===== config.mk =====
export PLATFORM = sky130hd
export DESIGN_NAME = mem_bist_master
export DESIGN_NICKNAME = d
export VERILOG_FILES = /design/src/rtl/mem_bist_master.sv
export SDC_FILE = /design/constraint.sdc
export NUM_CORES = 1
export LEC_CHECK = 0
export CORE_MARGIN = 2
export CORE_UTILIZATION = 40
export CTS_BUF_LIST = sky130_fd_sc_hd__clkbuf_4 sky130_fd_sc_hd__clkbuf_8 sky130_fd_sc_hd__clkbuf_16
export DETAILED_ROUTE_END_ITERATION = 8
export PLACE_DENSITY = 0.75
export SETUP_SLACK_MARGIN = 0.1
export SLEW_MARGIN = 20
export SYNTH_ARGS = -nofsm -noshare
export SYNTH_HDL_FRONTEND = slang
export SYNTH_SLANG_ARGS = --single-unit

===== constraint.sdc =====
create_clock -name clk -period 3.3 [get_ports clk]
set_input_delay 0.33 -clock clk [delete_from_list [all_inputs] [get_ports clk]]
set_output_delay 0.33 -clock clk [all_outputs]
set_load 0.05 [all_outputs]

===== src/rtl/mem_bist_master.sv =====
// Self-test initiator for single_port_memory: two-pass write/read-back march
// over every address, reporting pass/fail, first failing address and mismatch count.
module mem_bist_master #(
    parameter int ADDR_W = 4,
    parameter int DATA_W = 16,
    parameter int RD_LAT = 1
) (
    input  logic              clk,
    input  logic              reset,
    input  logic              start,
    input  logic [DATA_W-1:0] seed,
    output logic              busy,
    output logic              done,
    output logic              pass,
    output logic              aborted,
    output logic [ADDR_W-1:0] fail_addr,
    output logic [4:0]        err_count,
    output logic              mem_en,
    output logic              mem_rd_wr,
    output logic [ADDR_W-1:0] mem_addr,
    output logic [DATA_W-1:0] mem_wr_data,
    output logic              mem_err_clr,
    input  logic [DATA_W-1:0] mem_rd_data,
    input  logic              mem_error
);

    localparam int REPS   = DATA_W / ADDR_W;
    localparam int WAIT_W = (RD_LAT > 2) ? $clog2(RD_LAT - 1) : 1;

    typedef enum logic [2:0] {
        S_IDLE,
        S_WR,
        S_RD_REQ,
        S_RD_WAIT,
        S_CMP,
        S_ERR_CLR,
        S_DONE
    } state_t;

    typedef struct packed {
        logic en;
        logic rd_wr;
        logic err_clr;
    } mem_req_t;

    // Pass 0 writes seed ^ replicated address, pass 1 writes its complement.
    function automatic logic [DATA_W-1:0] pattern(input logic [DATA_W-1:0] s,
                                                  input logic              p,
                                                  input logic [ADDR_W-1:0] a);
        logic [DATA_W-1:0] base;
        base = s ^ DATA_W'({REPS{a}});
        return p ? ~base : base;
    endfunction

    state_t              state_q, state_d;
    mem_req_t            req;
    logic [DATA_W-1:0]   seed_q;
    logic                pass_idx_q;
    logic [ADDR_W-1:0]   addr_q;
    logic [WAIT_W-1:0]   wait_q;
    logic [4:0]          err_cnt_q, err_cnt_d;
    logic [ADDR_W-1:0]   fail_addr_q;
    logic                pass_q;
    logic                aborted_q;
    logic [DATA_W-1:0]   exp_data;
    logic                last_addr;
    logic                mismatch;

    assign exp_data  = pattern(seed_q, pass_idx_q, addr_q);
    assign last_addr = (addr_q == {ADDR_W{1'b1}});
    assign mismatch  = (state_q == S_CMP) && (mem_rd_data != exp_data);
    assign err_cnt_d = (mismatch && err_cnt_q != 5'd31) ? err_cnt_q + 5'd1 : err_cnt_q;

    always_comb begin
        state_d = state_q;
        req     = '0;
        busy    = 1'b0;
        done    = 1'b0;
        case (state_q)
            S_IDLE: begin
                if (start) state_d = S_WR;
            end
            S_WR: begin
                busy      = 1'b1;
                req.en    = 1'b1;
                req.rd_wr = 1'b1;
                if (last_addr) state_d = S_RD_REQ;
            end
            S_RD_REQ: begin
                busy    = 1'b1;
                req.en  = 1'b1;
                state_d = (RD_LAT == 1) ? S_CMP : S_RD_WAIT;
            end
            S_RD_WAIT: begin
                busy = 1'b1;
                if (wait_q == WAIT_W'(RD_LAT - 2)) state_d = S_CMP;
            end
            S_CMP: begin
                busy = 1'b1;
                if (!last_addr)      state_d = S_RD_REQ;
                else if (pass_idx_q) state_d = S_DONE;
                else                 state_d = S_WR;
            end
            S_ERR_CLR: begin
                busy        = 1'b1;
                req.err_clr = 1'b1;
                state_d     = S_DONE;
            end
            S_DONE: begin
                done    = 1'b1;
                state_d = S_IDLE;
            end
            default: state_d = S_IDLE;
        endcase
        // A memory error aborts the march; a same-edge mismatch is still counted below.
        if (busy && state_q != S_ERR_CLR && mem_error) state_d = S_ERR_CLR;
    end

    always_ff @(posedge clk or negedge reset) begin
        if (!reset) begin
            state_q     <= S_IDLE;
            seed_q      <= '0;
            pass_idx_q  <= 1'b0;
            addr_q      <= '0;
            wait_q      <= '0;
            err_cnt_q   <= '0;
            fail_addr_q <= '0;
            pass_q      <= 1'b0;
            aborted_q   <= 1'b0;
        end else begin
            state_q <= state_d;
            case (state_q)
                S_IDLE: begin
                    if (start) begin
                        seed_q      <= seed;
                        pass_idx_q  <= 1'b0;
                        addr_q      <= '0;
                        err_cnt_q   <= '0;
                        fail_addr_q <= '0;
                        pass_q      <= 1'b0;
                        aborted_q   <= 1'b0;
                    end
                end
                S_WR:      addr_q <= addr_q + 1'b1;
                S_RD_REQ:  wait_q <= '0;
                S_RD_WAIT: wait_q <= wait_q + 1'b1;
                S_CMP: begin
                    err_cnt_q <= err_cnt_d;
                    if (mismatch && err_cnt_q == 5'd0) fail_addr_q <= addr_q;
                    // Address wraps to 0 between passes and parks on the top address at the end.
                    if (!(last_addr && pass_idx_q)) addr_q <= addr_q + 1'b1;
                    if (last_addr) pass_idx_q <= 1'b1;
                    if (state_d == S_DONE) pass_q <= (err_cnt_d == 5'd0);
                end
                S_ERR_CLR: begin
                    aborted_q <= 1'b1;
                    pass_q    <= 1'b0;
                end
                default: ;
            endcase
        end
    end

    assign mem_en      = req.en;
    assign mem_rd_wr   = req.rd_wr;
    assign mem_err_clr = req.err_clr;
    assign mem_addr    = addr_q;
    assign mem_wr_data = exp_data;
    assign pass        = pass_q;
    assign aborted     = aborted_q;
    assign fail_addr   = fail_addr_q;
    assign err_count   = err_cnt_q;

endmodule


==> results.cfg <==
[global_routing]
met3_usage_pct = 3.98
gr-usage-met1_pct = 22.1
grt_pass1_vias = 1891
grt.busiest_layer = met2
grt_remaining_overflow = 0
grt_use_total_pct = 17.4
grt_use_met2_pct = 29.3
grt_max_degree = 37
antenna_found_initial = 0
grt_pass1_wl_mm = 8.55

[timing]
hold_viol_final = 0
finalCriticalPeriod_ns = 2.69
tns_ns = 0
fmax_ghz = 0.372
final_max_slew_viol_count = 0
worstMarginPinSlew_ns = 0.799
rsz0062_at_grt = false
setup_violations = 0
slew_headroom_pct = 46.7
skew_ns = 0.00651
min_period_over_period_pct = 81.4

[routing]
drt-wirelength-per-cell_um = 14.6
via_per_inst = 5.17
drtPass1Iterations = 4
wl_mm = 5.24
ant_nets = 0
drc = 0
drtIter0Drc = 87
vias = 1856

[critical_path]
critPathCaptureType = primary output
worstPathRequired_ns = 2.97
criticalPathCategory = flip-flop to primary output
arrival_ns = 2.36
rr_worst_depth = 7
crit_fanout = 8
start_kind = flip-flop

[die]
fp.dieW_um = 78.8
die_area_um2 = 6210
floorplan.rows = 27
num_io_pins = 72
core_area_um2 = 5470
start_util_pct = 40.9
die_h_um = 78.8

[synth]
synth_area_leader_cell = dfrtp_1
synth_top_area_share_pct = 40.2
syn_area_um2 = 2240
synth_edf_count = 0
synth_top_family_by_area = XOR/XNOR gates
synthSimpleGateAreaFrac_pct = 13.1
synth-seq-area-share_pct = 40.2
synthesis.instances = 215
synthMuxAreaShare_pct = 12.0
synth-xor-area-share_pct = 19.4
synth_top_flop_cell = dfrtp_1
synth_area_per_cell_um2 = 10.4
synth_fa_ha_area_share_pct = 2.23
ys_ff_latch = 36
yosysWarnings = 0
synthArstFlopShare_pct = 100
synth_area_leaders = dfrtp_1 (40%), xnor2_1 (11%), mux2_2 (11%)
synth_compound_area_share_pct = 10.2
ys_types = 38
synth_nets = 255

[placement]
hpwl_mm = 3.82
portBuffers = 71
place_congestion = 0.885

[clock_network]
cts_made_buffers = 5
cts_tree = built
clockBufferDepth = 2
clkLatencyLatePin_ns = 0.29
cts_resized = 0
path_clk_slew_ns = 0.07
post_cts_buffers = 0
hold_buffers = 0
root_buffer = clkbuf_8
htree_levels = 2
clkSinkCount = 36

[layout]
antenna_cells = 0
drive_gt1_share_pct = 14.3
multi_input_area_um2 = 1280
fin_nets = 326
fill_cells = 474
area_growth_pct = 39.6
register_area_um2 = 901

[min_path]
min_path_type = input port to async pin

[status]
status = complete, no violations

[run]
maxCapViolations = 0
-- Yosys cell counts, types with 3 or more instances --
master	n
xnor2_1	29
or3_1	5
nor3_1	5
a22oi_1	3
nand3_1	6
inv_1	8
mux2_2	22
dfrtp_1	36
nand4_1	3
xor2_1	8
ha_1	4
clkbuf_1	7
xnor2_2	4
o21ai_0	7
a21oi_1	6
and2_1	4
nand2_1	14
nor2_1	14
o22ai_1	3
-- cell type report --
| type | instances | share of cell area [%] |
|---|---|---|
| Sequential cell | 36 | 28.8 |
| Timing Repair Buffer | 72 | 22.8 |
| Tap cell | 72 | 2.88 |
| Inverter | 8 | 0.961 |
| Clock buffer | 6 | 2.44 |
| Multi-Input combinational cell | 163 | 41.0 |
| Clock inverter | 2 | 1.12 |
-- worst max-delay path, cell delays in order, from the launching register on --
cell             delay, ns
dfrtp_1               0.54
xnor2_2               0.51
xnor2_1               0.18
clkdlybuf4s50_1       0.84
-- placed cells by master (no fill, tap or decap), types with 2 or more instances in the layout --
cell type,n
nor3_1,4
a2111oi_0,2
o22ai_1,3
ha_1,4
nor2_1,14
nand3_1,6
mux2i_1,2
o21ai_0,7
a21o_1,2
a22oi_1,3
or3_1,5
clkbuf_8,5
inv_1,8
clkdlybuf4s50_1,70
a22o_1,2
nor4_1,2
xor2_1,8
a21oi_1,6
nand4_1,3
xnor3_1,2
xnor2_1,29
dfrtp_1,36
xnor2_2,4
o21a_1,2
and2_1,4
nand2_1,14
a222oi_1,2
mux2_2,22
-- path summary, 6_finish.rpt --
path	from	endpoint	slack, ns
max in group asynchronous	reset	seed_q[14]	2.67
min reg2reg	aborted	aborted	0.48
max	pass_idx_q	mem_wr_data[9]	0.61
min in group clk	aborted	aborted	0.48
max reg2reg	pass_idx_q	fail_addr[2]	0.65
min	reset	seed_q[13]	0.13
-- kinds of logic (layout without fill, tap and decap cells) --
| family | count (synthesis) | count (layout) |
|---|---|---|
| AND/OR/NAND/NOR | 59 | 59 |
| multiplexers | 24 | 24 |
| adder cells (fa/ha/maj) | 4 | 4 |
| flip-flops | 36 | 36 |
| AO/OA/AOI/OAI | 33 | 33 |
| XOR/XNOR | 43 | 43 |
| buffers and inverters | 16 | 88 |
-- metrics by stage --
| stage | cell area (um2) | worst slack, ns | utilization [%] | cells | hold WS [ns] |
|---|---|---|---|---|---|
| global route | 3130 | 0.484 | 57.1 | 359 | 0.194 |
| CTS | 3130 | 0.588 | 57.1 | 359 | 0.162 |
| floorplan | 2240 | 0.709 | - | 215 | 0.0344 |
| detailed placement | 3010 | 0.655 | 55.1 | 351 | 0.470 |
| finish | 3130 | 0.615 | 57.1 | 359 | 0.128 |
| global placement | 3010 | 0.704 | 55.1 | 351 | 0.462 |
-- per-layer routing --
layer	wire length, um	share of wire [%]
met5	0	0
met1	2340	45
met4	69	1.3
met2	2450	47
met3	378	7.2
-- state kept, by name (all words and copies together) (netlist names) --
signal and count:
wait_q 1, aborted 1, err_count 5, state_q 3, pass 1, pass_idx_q 1
fail_addr 4, seed_q 16, mem_addr 4
Power is not shown: default switching activity piles up to over one toggle a cycle in this logic, so the estimate is an artifact.
